--- config.mk ---
export PLATFORM = sky130hd
export DESIGN_NAME = vid_timing_rx
export DESIGN_NICKNAME = d
export VERILOG_FILES = /design/src/rtl/vid_timing_rx.sv
export SDC_FILE = /design/constraint.sdc
export NUM_CORES = 1
export LEC_CHECK = 0
export ABC_AREA = 1
export BUFFER_PORTS_ARGS = -buffer_cell sky130_fd_sc_hd__buf_2
export CAP_MARGIN = 15
export CORE_AREA = 2 2 163 181
export DETAILED_ROUTE_END_ITERATION = 10
export DIE_AREA = 0 0 165 183
export GPL_TIMING_DRIVEN = 0
export PLACE_DENSITY = 0.56
export SLEW_MARGIN = 20
export SYNTH_ARGS = -nofsm -noshare
export SYNTH_HDL_FRONTEND = slang
export SYNTH_SLANG_ARGS = --single-unit
--- constraint.sdc ---
create_clock -name px_clk -period 5.15 [get_ports px_clk]
set_input_delay 1.545 -clock px_clk [delete_from_list [all_inputs] [get_ports px_clk]]
set_output_delay 1.545 -clock px_clk [all_outputs]
set_load 0.1 [all_outputs]
--- src/rtl/vid_timing_rx.sv ---
// rtl/vid_timing_rx.sv - video timing receiver: measures frame geometry, checks stability, reports lock.
// Optional VRX_CHECKSUM_EN adds a per-frame {R,G,B} mod-256 pixel checksum output.
module vid_timing_rx #(
  parameter int CW          = 16,
  parameter int EXP_HACT    = 640,
  parameter int EXP_VACT    = 480,
  parameter int LOCK_FRAMES = 4
) (
  input  logic          px_clk,
  input  logic          sys_rst_n,
  input  logic          vsync_i,
  input  logic          hsync_i,
  input  logic          dval_i,
  input  logic [7:0]    rdata_i,
  input  logic [7:0]    gdata_i,
  input  logic [7:0]    bdata_i,
  output logic [CW-1:0] hact_o,
  output logic [CW-1:0] vact_o,
  output logic [CW-1:0] htotal_o,
  output logic [CW-1:0] vtotal_o,
  output logic          frame_done_o,
  output logic          locked_o,
  output logic          fmt_ok_o,
`ifdef VRX_CHECKSUM_EN
  output logic [23:0]   checksum_o,
`endif
  output logic          err_o
);

  localparam logic [CW-1:0] CMAX   = '1;
  localparam logic [CW-1:0] LOCK_N = CW'(LOCK_FRAMES);

  typedef enum logic [1:0] {IDLE, ACQ, TRACK, LOCKED} state_t;

  state_t        state_q, state_d;
  logic          vs_s1_q, vs_s2_q, hs_s1_q, hs_s2_q, dv_s1_q;
  logic          vs_rise, hs_rise;
  logic [CW-1:0] htot_cnt_q, htot_cnt_d, pix_cnt_q, pix_cnt_d;
  logic [CW-1:0] vtot_cnt_q, vtot_cnt_d, vact_cnt_q, vact_cnt_d;
  logic [CW-1:0] pix_ref_q, pix_ref_d, htot_ref_q, htot_ref_d;
  logic          pix_ref_set_q, pix_ref_set_d, htot_ref_set_q, htot_ref_set_d;
  logic          line_err_q, line_err_d;
  logic [CW-1:0] ref_hact_q, ref_hact_d, ref_vact_q, ref_vact_d;
  logic [CW-1:0] ref_htot_q, ref_htot_d, ref_vtot_q, ref_vtot_d;
  logic [CW-1:0] good_cnt_q, good_cnt_d, good_inc;
  logic [CW-1:0] hact_q, hact_d, vact_q, vact_d, htotal_q, htotal_d, vtotal_q, vtotal_d;
  logic          done_q, done_d, locked_q, locked_d, fmt_ok_q, fmt_ok_d, err_q, err_d;
  logic          pix_nz, pix_bad, htot_use, htot_bad, meas_err, match;
  logic [CW-1:0] meas_hact, meas_vact, meas_htot;

  function automatic logic [CW-1:0] sat_inc(input logic [CW-1:0] v);
    return (v == CMAX) ? v : v + CW'(1);
  endfunction

  assign vs_rise = vs_s1_q & ~vs_s2_q;
  assign hs_rise = hs_s1_q & ~hs_s2_q;

  always_comb begin
    // Closing the open line; a line's period only counts if it began inside this frame.
    pix_nz    = (pix_cnt_q != '0);
    pix_bad   = pix_nz && pix_ref_set_q && (pix_cnt_q != pix_ref_q);
    htot_use  = hs_rise && (vtot_cnt_q != '0);
    htot_bad  = htot_use && htot_ref_set_q && (htot_cnt_q != htot_ref_q);
    meas_err  = line_err_q | pix_bad | htot_bad;
    meas_hact = pix_ref_set_q ? pix_ref_q : pix_cnt_q;
    meas_vact = pix_nz ? sat_inc(vact_cnt_q) : vact_cnt_q;
    meas_htot = htot_ref_set_q ? htot_ref_q : (htot_use ? htot_cnt_q : '0);
    match     = (meas_hact == ref_hact_q) && (meas_vact == ref_vact_q) &&
                (meas_htot == ref_htot_q) && (vtot_cnt_q == ref_vtot_q) && !meas_err;
    good_inc  = good_cnt_q + CW'(1);

    state_d        = state_q;
    htot_cnt_d     = hs_rise ? CW'(1) : sat_inc(htot_cnt_q);
    pix_cnt_d      = pix_cnt_q;
    vtot_cnt_d     = vtot_cnt_q;
    vact_cnt_d     = vact_cnt_q;
    pix_ref_d      = pix_ref_q;
    pix_ref_set_d  = pix_ref_set_q;
    htot_ref_d     = htot_ref_q;
    htot_ref_set_d = htot_ref_set_q;
    line_err_d     = line_err_q;
    ref_hact_d     = ref_hact_q;
    ref_vact_d     = ref_vact_q;
    ref_htot_d     = ref_htot_q;
    ref_vtot_d     = ref_vtot_q;
    good_cnt_d     = good_cnt_q;
    hact_d         = hact_q;
    vact_d         = vact_q;
    htotal_d       = htotal_q;
    vtotal_d       = vtotal_q;
    fmt_ok_d       = fmt_ok_q;
    done_d         = 1'b0;
    err_d          = 1'b0;

    if (vs_rise) begin
      // Old frame is closed above; a coincident hsync rise opens line 1 of the new one.
      htot_cnt_d     = hs_rise ? CW'(1) : '0;
      vtot_cnt_d     = hs_rise ? CW'(1) : '0;
      pix_cnt_d      = dv_s1_q ? CW'(1) : '0;
      vact_cnt_d     = '0;
      pix_ref_d      = '0;
      pix_ref_set_d  = 1'b0;
      htot_ref_d     = '0;
      htot_ref_set_d = 1'b0;
      line_err_d     = 1'b0;
    end else if (hs_rise) begin
      vtot_cnt_d = sat_inc(vtot_cnt_q);
      vact_cnt_d = meas_vact;
      line_err_d = meas_err;
      pix_cnt_d  = dv_s1_q ? CW'(1) : '0;
      if (!pix_ref_set_q && pix_nz) begin
        pix_ref_d     = pix_cnt_q;
        pix_ref_set_d = 1'b1;
      end
      if (htot_use && !htot_ref_set_q) begin
        htot_ref_d     = htot_cnt_q;
        htot_ref_set_d = 1'b1;
      end
    end else if (dv_s1_q) begin
      pix_cnt_d = sat_inc(pix_cnt_q);
    end

    case (state_q)
      IDLE: if (vs_rise) state_d = ACQ;
      ACQ: if (vs_rise) begin
        good_cnt_d = CW'(1);
        state_d    = (LOCK_FRAMES <= 1) ? LOCKED : TRACK;
      end
      TRACK: if (vs_rise) begin
        if (match) begin
          good_cnt_d = good_inc;
          if (good_inc >= LOCK_N) state_d = LOCKED;
        end else begin
          err_d      = 1'b1;
          good_cnt_d = CW'(1);
        end
      end
      default: begin
        if (vs_rise) begin
          if (!match) begin
            err_d   = 1'b1;
            state_d = ACQ;
          end
        end else if (vtot_cnt_q == CMAX) begin
          err_d   = 1'b1;
          state_d = ACQ;
        end
      end
    endcase

    if (vs_rise && state_q != IDLE) begin
      done_d     = 1'b1;
      hact_d     = meas_hact;
      vact_d     = meas_vact;
      htotal_d   = meas_htot;
      vtotal_d   = vtot_cnt_q;
      fmt_ok_d   = (meas_hact == CW'(EXP_HACT)) && (meas_vact == CW'(EXP_VACT));
      ref_hact_d = meas_hact;
      ref_vact_d = meas_vact;
      ref_htot_d = meas_htot;
      ref_vtot_d = vtot_cnt_q;
    end
    locked_d = (state_d == LOCKED);
  end

  always_ff @(posedge px_clk or negedge sys_rst_n) begin
    if (!sys_rst_n) begin
      state_q <= IDLE;
      {vs_s1_q, vs_s2_q, hs_s1_q, hs_s2_q, dv_s1_q} <= '0;
      htot_cnt_q <= '0; pix_cnt_q <= '0; vtot_cnt_q <= '0; vact_cnt_q <= '0;
      pix_ref_q <= '0; htot_ref_q <= '0; pix_ref_set_q <= 1'b0; htot_ref_set_q <= 1'b0;
      line_err_q <= 1'b0; good_cnt_q <= '0;
      ref_hact_q <= '0; ref_vact_q <= '0; ref_htot_q <= '0; ref_vtot_q <= '0;
      hact_q <= '0; vact_q <= '0; htotal_q <= '0; vtotal_q <= '0;
      done_q <= 1'b0; locked_q <= 1'b0; fmt_ok_q <= 1'b0; err_q <= 1'b0;
    end else begin
      state_q <= state_d;
      vs_s1_q <= vsync_i; vs_s2_q <= vs_s1_q;
      hs_s1_q <= hsync_i; hs_s2_q <= hs_s1_q;
      dv_s1_q <= dval_i;
      htot_cnt_q <= htot_cnt_d; pix_cnt_q <= pix_cnt_d;
      vtot_cnt_q <= vtot_cnt_d; vact_cnt_q <= vact_cnt_d;
      pix_ref_q <= pix_ref_d; htot_ref_q <= htot_ref_d;
      pix_ref_set_q <= pix_ref_set_d; htot_ref_set_q <= htot_ref_set_d;
      line_err_q <= line_err_d; good_cnt_q <= good_cnt_d;
      ref_hact_q <= ref_hact_d; ref_vact_q <= ref_vact_d;
      ref_htot_q <= ref_htot_d; ref_vtot_q <= ref_vtot_d;
      hact_q <= hact_d; vact_q <= vact_d; htotal_q <= htotal_d; vtotal_q <= vtotal_d;
      done_q <= done_d; locked_q <= locked_d; fmt_ok_q <= fmt_ok_d; err_q <= err_d;
    end
  end

  assign hact_o       = hact_q;
  assign vact_o       = vact_q;
  assign htotal_o     = htotal_q;
  assign vtotal_o     = vtotal_q;
  assign frame_done_o = done_q;
  assign locked_o     = locked_q;
  assign fmt_ok_o     = fmt_ok_q;
  assign err_o        = err_q;

`ifdef VRX_CHECKSUM_EN
  logic [7:0]  r_s1_q, g_s1_q, b_s1_q;
  logic [7:0]  sum_r_q, sum_r_d, sum_g_q, sum_g_d, sum_b_q, sum_b_d;
  logic [23:0] checksum_q, checksum_d;

  always_comb begin
    checksum_d = checksum_q;
    sum_r_d    = sum_r_q;
    sum_g_d    = sum_g_q;
    sum_b_d    = sum_b_q;
    if (vs_rise && state_q != IDLE) checksum_d = {sum_r_q, sum_g_q, sum_b_q};
    if (vs_rise) begin
      sum_r_d = dv_s1_q ? r_s1_q : 8'd0;
      sum_g_d = dv_s1_q ? g_s1_q : 8'd0;
      sum_b_d = dv_s1_q ? b_s1_q : 8'd0;
    end else if (dv_s1_q) begin
      sum_r_d = sum_r_q + r_s1_q;
      sum_g_d = sum_g_q + g_s1_q;
      sum_b_d = sum_b_q + b_s1_q;
    end
  end

  always_ff @(posedge px_clk or negedge sys_rst_n) begin
    if (!sys_rst_n) begin
      {r_s1_q, g_s1_q, b_s1_q} <= '0;
      {sum_r_q, sum_g_q, sum_b_q} <= '0;
      checksum_q <= '0;
    end else begin
      r_s1_q <= rdata_i; g_s1_q <= gdata_i; b_s1_q <= bdata_i;
      sum_r_q <= sum_r_d; sum_g_q <= sum_g_d; sum_b_q <= sum_b_d;
      checksum_q <= checksum_d;
    end
  end

  assign checksum_o = checksum_q;
`else
  logic unused_px;
  assign unused_px = ^{rdata_i, gdata_i, bdata_i};
`endif

endmodule

======== Yosys cells after proc, flatten, opt, wreduce, memory -nomap -nowiden ========
Index checks and enable logic that the tools add are counted.
cells by class
  $add $sub $neg .......................... 5
  order comparisons ....................... 1
  eq/ne operators ......................... 20
  multiplexer cells ....................... 52
  bitwise operators ....................... 6
  reductions and logical operators ........ 31
operators by type and width
  kind                     count
  $mux W16                 26
  $add A16 B1 Y16 const B  5
  $eq A16 B16 Y1           4
  $eq A16 B16 Y1 const B   4
  $ne A16 B16 Y1           2
  $pmux W16 S2             1
  $reduce_bool A16 Y1      2
  $eq A16 B10 Y1 const B   1
  $eq A16 B9 Y1 const B    1
  $ge A16 B3 Y1 const B    1
  $mux W2                  8
  $mux W1                  15
  $logic_and A1 B1 Y1      13
  $reduce_bool A2 Y1       5
  $reduce_and A2 Y1        4
  $ne A2 B2 Y1 const B     3
  $ne A3 B3 Y1 const B     2
  $pmux W2 S3              1
  $eq A2 B2 Y1 const B     2
  $logic_not A1 Y1         3
  $reduce_and A3 Y1        1
  $reduce_bool A3 Y1       1
  $and A1 B1 Y1            2
  $eq A2 B1 Y1 const B     1
  5 further kinds          7
storage, ports and cells
  flip-flop bits (word level) ............. 190
  output and inout port bits .............. 68
  logic and storage cells ................. 139

======== Depth between registers and ports, before layout ========
  word-level depth ........................ 13
  depth in mapped cells ................... 21

======== Worst setup path after synthesis ========
No wires, ideal clock.
  path kind ............................... reg-to-output
  start point ............................. register vact_q[4] (netlist: vact_o[4])
  end point ............................... output vact_o[4]
  arrival time ............................ 0.939 ns
  data required time ...................... 3.605 ns
  path slack .............................. 2.666 ns
  cell stages (with the launch flop) ...... 1
  path through ............................ dfrtp_1
RTL lines
  item                    RTL line  RTL
  from (decl)             46        logic [CW-1:0] hact_q, hact_d, vact_q, vact_d, htotal_q, htotal_d, vtotal_q, vtotal_d;
  from (signal assigned)  188       hact_q <= hact_d; vact_q <= vact_d; htotal_q <= htotal_d; vtotal_q <= vtotal_d;
  to (decl)               18        output logic [CW-1:0] vact_o,
No word-level cell between the ends.

======== Final worst setup path ========
  start point ............................. register vs_s2_q
  end point ............................... register htotal_q[0] (netlist: htotal_o[0])
on the way
  longest elaborated chain between the ends .. 3
ends and longest elaborated chain
  item                    RTL line  RTL
  from (decl)             36        logic vs_s1_q, vs_s2_q, hs_s1_q, hs_s2_q, dv_s1_q;
  from (signal assigned)  178       vs_s1_q <= vsync_i; vs_s2_q <= vs_s1_q;
  $not A1 Y1              55        assign vs_rise = vs_s1_q & ~vs_s2_q;
  $and A1 B1 Y1           55
  $logic_and A1 B1 Y1     151       if (vs_rise && state_q != IDLE) begin
  to (signal assigned)    188
  to (decl)               46
Every way passes these cells.
A chain may end at the register's enable or synchronous reset.

==> run_results.csv <==
group,metric,value,unit
setup_path,critPathLaunchType,"flip-flop",
timing,slew_headroom,41.4,%
timing,skew,14.7,ps
global_route,grt_first_pass_wirelength,56.8,mm
timing,fin_crit_sh,61.0,%
cts,postCtsSetupBuffers,0,
drt,drtPass1Iterations,5,
min_path,hold_path_class,"reg -> reg",
drt,first_iter_violations,856,
cts,clock-sinks,190,
synth,yosys.cell_types.count,47,
synth,yosysWarnings,0,
setup_path,crit_type,"reg -> reg",
timing,setup_tns,0,ps
global_route,grt_max_degree,75,
synth,yosys.area.top_type_share,42.3,%
timing,min_period,3140,ps
layout,utilization,44.9,%
drt,totalWireLength,35.7,mm
drt,ant_nets,0,
synth,synth-adder-area-share,0.780,%
placement,gp_congestion,0.944,
power,p_per_area,396,nW/µm²
timing,rsz0062_at_grt,"no",
synth,synth_seq_area_share,42.3,%
setup_path,rrSetupSlack,2010,ps
synth,syn-instance-count,1581,
setup_path,worst_ep_arrival_time,3440,ps
setup_path,max_stage_delay,730,ps
timing,hold_viol,0,
setup_path,reg2regPathDepth,6,
global_route,antenna_found_initial,0,
setup_path,crit_path_end_kind,"flip-flop",
cts,cts.repair.resized,0,
floorplanning,core_area,28400,µm²
cts,clockBufferDepth,2,
drt,wl_per_cell,17.3,µm
synth,yosys.area_share.simple,33.1,%
setup_path,cpMostUsedCell,"clkbuf_1",
synth,synth_compound_area_share,12.1,%
synth,synth.most_common_cell,"nand2_1",
timing,worst_pin_slew,879,ps
synth,yosysTopAreaCell,"dfrtp_1",
synth,synth_area_leaders,"dfrtp_1 (42%), nand2_1 (17%), inv_1 (6.4%)",
min_path,holdPathStages,0,
synth,synth_common_cells,"nand2_1 (513), inv_1 (191), dfrtp_1 (190)",
synth,synth_ff_type,"dfrtp_1",
synth,postSynthAreaPerCell,7.10,µm²
setup_path,required,5440,ps
synth,synth_top_family_by_area,"simple AND/OR/NAND/NOR gates",
synth,synthArstFlopShare,100,%
floorplanning,num_io_pins,97,
cts,cts_tree,"done",
floorplanning,die-area,30200,µm²
timing,fmax,0.318,GHz
synth,synthXorXnorAreaFrac,3.20,%
synth,synth_area,11200,µm²
setup_path,crit_slowest_cell,"clkbuf_1",
global_route,grt_pass1_vias,10300,
min_path,min-delay-start,"vs_s1_q",
min_path,worstHoldEndpoint,"vs_s2_q",
setup_path,reg2reg_to,"htotal_o[0]",
floorplanning,die_width,165,µm
cts,clockRootBuffer,"clkbuf_16",
layout,syn2layout_area_growth,13.4,%
synth,synth-edff-count,0,
timing,slew_viol_final,0,
power,leakagePower,6.22,nW
layout,nNetsFinal,1711,
setup_path,worstPathMaxFanout,10,
synth,synth-seq-cells,190,
cts,clk_latency,460,ps
drt,vias,10900,
layout,diodes,0,
global_route,grt_overflow_total,0,
floorplanning,die_h,183,µm
job,maxCapViolCount,0,
global_route,grt_usage,24.4,%
timing,setup_violations,0,
cts,cts_max_level,4,
power,irDropWorstVdd,0.382,mV
placement,portBuffers,72,
run_status,status,"finished clean",
cts,cts_hold_buf,0,
placement,hpwl,26.9,mm
cts,cts_buffers,17,
drt,viasPerCell,5.29,
setup_path,path_cells,"nor2_4, o21ai_1, inv_1, clkbuf_1, clkbuf_1, o21ai_0",
cts,clkTransAtPathRegs,80,ps
drt,route.detailed.drc,0,
synth,synth.area.mux_share,0,%
floorplanning,start_util,39.6,%
synth,synth_fp_nets,1617,
layout,drive_gt1_share,10.8,%
setup_path,reg2reg_from,"vs_s2_q",
floorplanning,rows,65,
## kinds of logic after synthesis
logic type | Yosys count
xor+xnor | 41
flops | 190
buf+inv | 244
simple gates | 860
fa+ha+maj | 7
compound gates | 239
## critical path, delay by kind of cell, from the launching register on
kind	cells	cell delay, ps
compound gates	2	560
simple gates	1	330
flops	1	400
buf+inv	3	1670
## per-stage QoR
stage / setup WS (ps) / power [mW] / hold WS (ps) / std cells / instance area (µm²)
after CTS: 1940 / 5.06 / 384 / 2056 / 12700
final: 2010 / 5.04 / 381 / 2056 / 12700
after floorplan: 2670 / 3.18 / 354 / 1581 / 11200
after detailed placement: 1960 / 3.67 / 366 / 2024 / 12100
after global placement: -962 / 3.65 / 360 / 2021 / 12100
after global routing: 1760 / 5.29 / 397 / 2056 / 12700
## worst max path at each step
stage | start | to | slack, ps | depth (start not counted)
after floorplan | vact_o[4] | vact_o[4] | 2670 | 0
after global placement | sys_rst_n | vs_s1_q | -960 | 1
after detailed placement | vs_s2_q | htotal_o[15] | 1960 | 6
after CTS | vs_s2_q | htotal_o[0] | 1940 | 6
after global routing | pix_ref_set_q | locked_o | 1760 | 18
final | vs_s2_q | htotal_o[0] | 2010 | 6
## cell usage in the layout, fill, tap and decap left out, drive strengths merged, types with 18 or more instances in the layout
master  count
nor2      135
dfrtp     190
inv       209
xor2       23
o22ai      27
nand3     120
nand2     527
nand4      43
buf        87
a21oi      48
xnor2      18
o21ai     139
nor3       22
clkbuf     47
## final cells by class
cell class                 count  area (µm²)
sequential                   190        4750
buffer                        42         189
inverter                     202         758
fill                        2921       15600
clock buffer                  17         425
timing repair buffer          75         433
clock inverter                15         184
tap                          368         460
multi-input combinational   1147        5530
## metal layers
layer  routed length, µm  global-route usage, %  vias to the layer above
li1                    -                      -                     5296
met1               16600                   34.6                     5217
met2               16500                   38.6                      308
met3                1910                   3.60                       45
met4                 685                   7.03                        0
met5                   0                      0                        -
## power breakdown
part | leakage [nW] | switching [mW] | total (mW) | internal [mW]
logic | 3.34 | 1.45 | 1.84 | 0.389
clock network | 0.298 | 0.732 | 1.40 | 0.665
registers | 2.58 | 0.165 | 1.80 | 1.63
total | 6.22 | 2.35 | 5.04 | 2.69
## registers in the layout, indices dropped and copies added (netlist names), 2 cells and up
name / cells
pix_ref_q: 16
pix_cnt_q: 16
htot_ref_q: 16
vact_o: 16
state_q: 2
hact_o: 16
good_cnt_q: 16
htotal_o: 16
vact_cnt_q: 16
vtotal_o: 16
htot_cnt_q: 16
vtot_cnt_q: 16
(Power assumes the default switching activity.)
